===== src/rtl/siso_seq_ctrl.sv =====
// Loopback sequencer for a serial-in/serial-out shift chain: serialises a host word
// MSB first, flushes the chain, recaptures the returning bits and flags any mismatch.
module siso_seq_ctrl #(
  parameter int unsigned WIDTH = 8,
  parameter int unsigned DEPTH = 4
) (
  input  logic             clk,
  input  logic             rst,
  input  logic             in_valid,
  input  logic [WIDTH-1:0] in_data,
  output logic             in_ready,
  input  logic             abort,
  output logic             ser_out,
  output logic             ser_en,
  input  logic             ser_in,
  output logic             out_valid,
  output logic [WIDTH-1:0] out_data,
  input  logic             out_ready,
  output logic             mismatch,
  output logic             busy
);

  localparam int unsigned   CW         = $clog2(WIDTH + DEPTH + 1);
  localparam logic [CW-1:0] LAST_SHIFT = CW'(WIDTH - 1);
  localparam logic [CW-1:0] LAST_FLUSH = CW'(WIDTH + DEPTH - 1);
  localparam logic [CW-1:0] CAP_START  = CW'(DEPTH);

  typedef enum logic [1:0] {
    S_IDLE,
    S_SHIFT,
    S_FLUSH,
    S_DONE
  } state_t;

  state_t           r_state;
  logic [WIDTH-1:0] r_word;
  logic [WIDTH-1:0] r_tx;
  logic [WIDTH-1:0] r_cap;
  logic [CW-1:0]    r_cyc;
  logic [WIDTH-1:0] w_cap_next;

  // First captured bit walks up to the MSB as later bits enter at the LSB.
  assign w_cap_next = (r_cap << 1) | WIDTH'(ser_in);

  assign in_ready = (r_state == S_IDLE);
  assign busy     = (r_state != S_IDLE);

  // r_cyc holds the current cycle index t; each edge acts on the cycle just ending.
  always_ff @(posedge clk or negedge rst) begin
    if (!rst) begin
      r_state   <= S_IDLE;
      r_word    <= '0;
      r_tx      <= '0;
      r_cap     <= '0;
      r_cyc     <= '0;
      ser_out   <= 1'b0;
      ser_en    <= 1'b0;
      out_valid <= 1'b0;
      out_data  <= '0;
      mismatch  <= 1'b0;
    end else begin
      case (r_state)
        S_IDLE: begin
          if (in_valid) begin
            r_state <= S_SHIFT;
            r_word  <= in_data;
            r_tx    <= in_data << 1;
            r_cap   <= '0;
            r_cyc   <= '0;
            ser_out <= in_data[WIDTH-1];
            ser_en  <= 1'b1;
          end
        end
        S_SHIFT, S_FLUSH: begin
          if (abort) begin
            r_state <= S_IDLE;
            r_cap   <= '0;
            r_cyc   <= '0;
            ser_out <= 1'b0;
            ser_en  <= 1'b0;
          end else begin
            r_cyc   <= r_cyc + 1'b1;
            // r_tx has shifted out to all zeros by FLUSH, giving the zero fill.
            ser_out <= r_tx[WIDTH-1];
            r_tx    <= r_tx << 1;
            if (r_cyc >= CAP_START) begin
              r_cap <= w_cap_next;
            end
            if (r_cyc == LAST_FLUSH) begin
              r_state   <= S_DONE;
              ser_out   <= 1'b0;
              ser_en    <= 1'b0;
              out_valid <= 1'b1;
              out_data  <= w_cap_next;
              mismatch  <= (w_cap_next != r_word);
            end else if (r_cyc == LAST_SHIFT) begin
              r_state <= S_FLUSH;
            end
          end
        end
        S_DONE: begin
          if (out_ready) begin
            r_state   <= S_IDLE;
            out_valid <= 1'b0;
            mismatch  <= 1'b0;
          end
        end
        default: r_state <= S_IDLE;
      endcase
    end
  end

endmodule


===== config.mk =====
export PLATFORM = sky130hd
export DESIGN_NAME = siso_seq_ctrl
export DESIGN_NICKNAME = d
export VERILOG_FILES = /design/src/rtl/siso_seq_ctrl.sv
export SDC_FILE = /design/constraint.sdc
export NUM_CORES = 1
export LEC_CHECK = 0
export ABC_AREA = 0
export BUFFER_PORTS_ARGS = -buffer_cell sky130_fd_sc_hd__buf_2
export CORE_UTILIZATION = 56
export CTS_CLUSTER_SIZE = 28
export DETAILED_ROUTE_END_ITERATION = 10
export PLACE_DENSITY_LB_ADDON = 0.3
export SLEW_MARGIN = 20
export SYNTH_ARGS = -nofsm -noshare
export SYNTH_HDL_FRONTEND = slang
export SYNTH_SLANG_ARGS = --single-unit

===== constraint.sdc =====
create_clock -name clk -period 1.9 [get_ports clk]
set_input_delay 0.38 -clock clk [delete_from_list [all_inputs] [get_ports clk]]
set_output_delay 0.38 -clock clk [all_outputs]
set_load 0.01 [all_outputs]

# Word level (Yosys, flattened, before mapping)
# Cells that the tools add are included.
[classes] n_addsub=1 magnitude_cmp=1 n_eq_ne=13 muxes=31 bitwise_logic=2 reduce_logical=13
[ops] op="$mux W7" n=3
[ops] op="$mux W8" n=2
[ops] op="$pmux W8 S2" n=1
[ops] op="$reduce_and A3 Y1" n=5
[ops] op="$pmux W7 S2" n=1
[ops] op="$mux W1" n=11
[ops] op="$mux W2" n=5
[ops] op="$mux W4" n=2
[ops] op="$ne A2 B2 Y1 const B" n=4
[ops] op="$ne A8 B8 Y1" n=1
[ops] op="$or A8 B1 Y8" n=1
[ops] op="$pmux W1 S2" n=4
[ops] op="$pmux W4 S2" n=1
[ops] op="$ne A3 B3 Y1 const B" n=2
[ops] op="$pmux W2 S3" n=1
[ops] op="$reduce_bool A2 Y1" n=3
[ops] op="$add A4 B1 Y4 const B" n=1
[ops] op="$eq A2 B2 Y1 const B" n=2
[ops] op="$eq A4 B3 Y1 const B" n=1
[ops] op="$eq A4 B4 Y1 const B" n=1
[ops] op="$ge A4 B3 Y1 const B" n=1
[ops] op="$ne A4 B4 Y1 const B" n=1
[ops] op="$reduce_and A2 Y1" n=2
[ops] op="$reduce_and A4 Y1" n=1
[ops] op="other kinds (4)" n=4
[totals] ff_bits=41 inputBits=14 out_inout_bits=14 wordCells=71

# Longest topological paths before layout
[depth] ltp_word=5 mapped_depth=7

# Least setup slack after synthesis
# Ideal clock, no wire load.
[synth_timing] path_kind="reg-to-reg" from="reg r_state[1]" to="reg out_data[0]" setup_time_ps=125 t_arrival_ps=1631 required_time_ps=1775 setup_slack_ps=144 stages_incl_launch_ff=7 path_buffers=1 path_cell_list="dfrtp_1 inv_1 ha_1 buf_6 nand2b_1 nor2_2 mux2_2"
[synth_between] elab_chain_cells=3
[synth_lines] item="from (decl)" line="35" rtl="state_t r_state;"
[synth_lines] item="from (signal assigned)" line="51" rtl="r_state <= S_IDLE;"
[synth_lines] item="from (signal assigned)" line="65" rtl="r_state <= S_SHIFT;"
[synth_lines] item="from (signal assigned)" line="76" rtl="r_state <= S_IDLE;"
[synth_lines] item="$eq A2 B1 Y1 or $eq A2 B2 Y1 (tied branches)" line="62" rtl="case (r_state)"
[synth_lines] item="$reduce_or A2 Y1 *" line="62"
[synth_lines] item="$reduce_and A3 Y1 (no line) *"
[synth_lines] item="to (signal assigned)" line="94" rtl="out_data <= w_cap_next;"
[synth_lines] item="to (decl)" line="17" rtl="output logic [WIDTH-1:0] out_data,"
# Every way passes the cells marked *; elsewhere a longest branch is shown, timed or not.
# A chain may end at the register's enable or synchronous reset.

# Final worst setup path
[layout_timing] from="reg r_state[1]" to="reg out_data[6]"
# The elaborated chain is that of the path after synthesis.

==> metrics.cfg <==
[status]
status = finished, final reports clean

[sta]
setup_violations = 0
hold_violations = 0
worst_slew_pin_slew_ps = 488
fmax_ghz = 0.555
relSlewSlack_pct = 67.4
rsz0062_at_grt = yes
fin_skew_ps = 12.6
post-route-period-util_pct = 94.9
worst_hold_slack_ps = 68.6
period_minus_slack_ps = 1800
finalMaxSlewViolations = 0

[logic_synthesis]
synth_most_common_cell = dfrtp_1
ys_ff_latch = 40
synth_top_area_cell = dfrtp_1
synthTopCellsByCount = dfrtp_1, o21ai_0, mux2_2
netlist_area_sq_mm = 0.00189
synthArstFlopShare_pct = 100
synth_nets = 186
yosysWarnings = 0
synth-edff-count = 0
synthTopCellsByArea = dfrtp_1, mux2_2, o21ai_0, mux2i_1, xor2_1
synthFlopType = dfrtp_1
synth.distinct_cells = 33
synth_cells = 169
synth_top_area_share_pct = 53.1
yosysSeqAreaShare_pct = 53.1
synth.avg_cell_area_sq_um = 11.2

[detailed_routing]
routed.top_layer = met4
ant_nets = 0
firstDrtPassIters = 4
vias = 1394
route.met3.wl_microns = 179
wire_per_inst_microns = 15.0
via_per_inst = 5.55
m1WireLength_microns = 1670
dr_wl_met2_microns = 1800
postRouteWirelength_microns = 3760
drc = 0
drt_iter0_drc = 72

[setup_path]
cp.required_ps = 2130
critPathLaunchType = register
critPathKind = reg -> reg
cp-end-kind = register
ff2ff_path_depth = 6
path_max_fanout = 8
crit_arrival_ps = 2030

[die]
dieArea_sq_mm = 0.00361
rows = 20
pin_count = 28
initial_core_util_pct = 60.3
die_x_microns = 60.0
die_y_microns = 60.0
core-area_sq_mm = 0.00313

[global_routing]
track_usage_pct = 24.5
antenna_found_initial = 0
grt_pass1_wl_microns = 6280
grt_pass1_vias = 1372
grt_max_degree = 41
overflow = 0

[worst_hold_path]
hold_class = in -> async

[placed_design]
gp_congestion = 0.875
place_area_sq_mm = 0.00211
io_buffers = 27
hpwl_microns = 2740

[cts]
clk_latency_ps = 340
cts_setup_buffers = 0
cts_resized = 0
cts_root_buffer = clkbuf_4
ctsHoldBuffers = 0
clock_path_buffers = 2
cts_tree = yes
path_clk_slew_ps = 110
cts_buffers = 5
clock_sinks = 40
ctsHtreeMaxLevel = 2

[layout]
nNetsFinal = 224
nFillCells = 246
stdcell_area_sq_mm = 0.00216
num_antenna_cells = 0
areaGrowthSynthToFinish_pct = 14.7
drive_gt1_share_pct = 30.4

[pwr]
powerDensity_mw_per_mm2 = 1490
ir_drop_mv = 0.878
leakage_nw = 1.09

[flow_run]
cap_viol_max_count = 0

layout make-up:
type	count	area [sq um]	share of cell area (%)
clock inverters	1	5.00	0.231
well taps	44	55.1	2.54
multi-input cells	112	813	37.6
clock buffers	6	41.3	1.91
repair buffers	36	203	9.37
inverters	12	45.0	2.08
flip-flops and latches	40	1000	46.3
kinds of logic (layout without fill, tap and decap cells):
kind of cell               Yosys count  count (layout)  synth area share, %
muxes                               25              25                 14.3
adders and majority gates            3               3                 1.99
DFF                                 40              40                 53.1
and+or+nand+nor                     39              39                 10.9
xor gates and xnor gates             9               9                 4.18
AOI/OAI and AO/OA                   36              36                 11.5
buffers and inverters               17              55                 4.11
state kept, by name, indices dropped and copies added (netlist names):
signal,cells
mismatch,1
out_data,8
out_valid,1
r_tx,7
r_state,2
r_cap,7
ser_en,1
ser_out,1
r_word,8
r_cyc,4
power breakdown:
| group | internal, W | total, W | switching (W) | leakage (nW) |
|---|---|---|---|---|
| Combinational | 0.000688 | 0.00153 | 0.000846 | 0.548 |
| Clock | 0.000136 | 0.000394 | 0.000257 | 0.0281 |
| Sequential | 0.00111 | 0.00129 | 0.000179 | 0.514 |
layout by cell type (no fill, tap or decap), types with 3 or more instances in the layout:
cell / instances
mux2_2: 16
dfrtp_1: 40
nand2_1: 15
ha_1: 3
buf_2: 27
mux2i_1: 8
xor2_1: 9
nor2_1: 3
a21oi_1: 4
inv_1: 12
buf_4: 9
o21ai_0: 22
clkbuf_4: 5
nand3_1: 8
worst max-delay path: stages, from the launching register on:
cell and delay [ps]:
dfrtp_1 390, inv_1 50, ha_1 380, nand2b_1 180, nor2_2 150, buf_4 190
mux2_2 340
metal layers:
metal / GRT usage, % / vias to the layer above
li1: - / 666
met1: 31.5 / 676
met2: 38.6 / 40
met3: 6.93 / 12
met4: 10.6 / 0
met5: 0 / -
metrics by stage:
stage	std cells	setup TNS [ps]	worst slack (ps)	total power, W	util, %
3_3_place_gp	244	0	231	0.00272	67.5
6_report	251	0	97.3	0.00322	69.2
2_1_floorplan	169	0	144	0.00235	-
3_5_place_dp	244	0	114	0.00280	67.5
4_1_cts	251	0	74.9	0.00320	69.0
5_1_grt	251	-1.90	-0.981	0.00347	69.2
final timing paths:
kind	startpoint	to	slack, ps
worst max-delay path	r_state[1]	out_data[6]	100
worst min-delay path	rst	r_state[1]	70
worst max register to register	r_state[1]	out_data[6]	100
worst min register to register	r_tx[6]	r_tx[6]	500
max in group asynchronous	rst	r_cap[4]	1480
min in group clk	in_data[1]	r_word[1]	280
No activity file was read; power rests on OpenSTA's default activity.
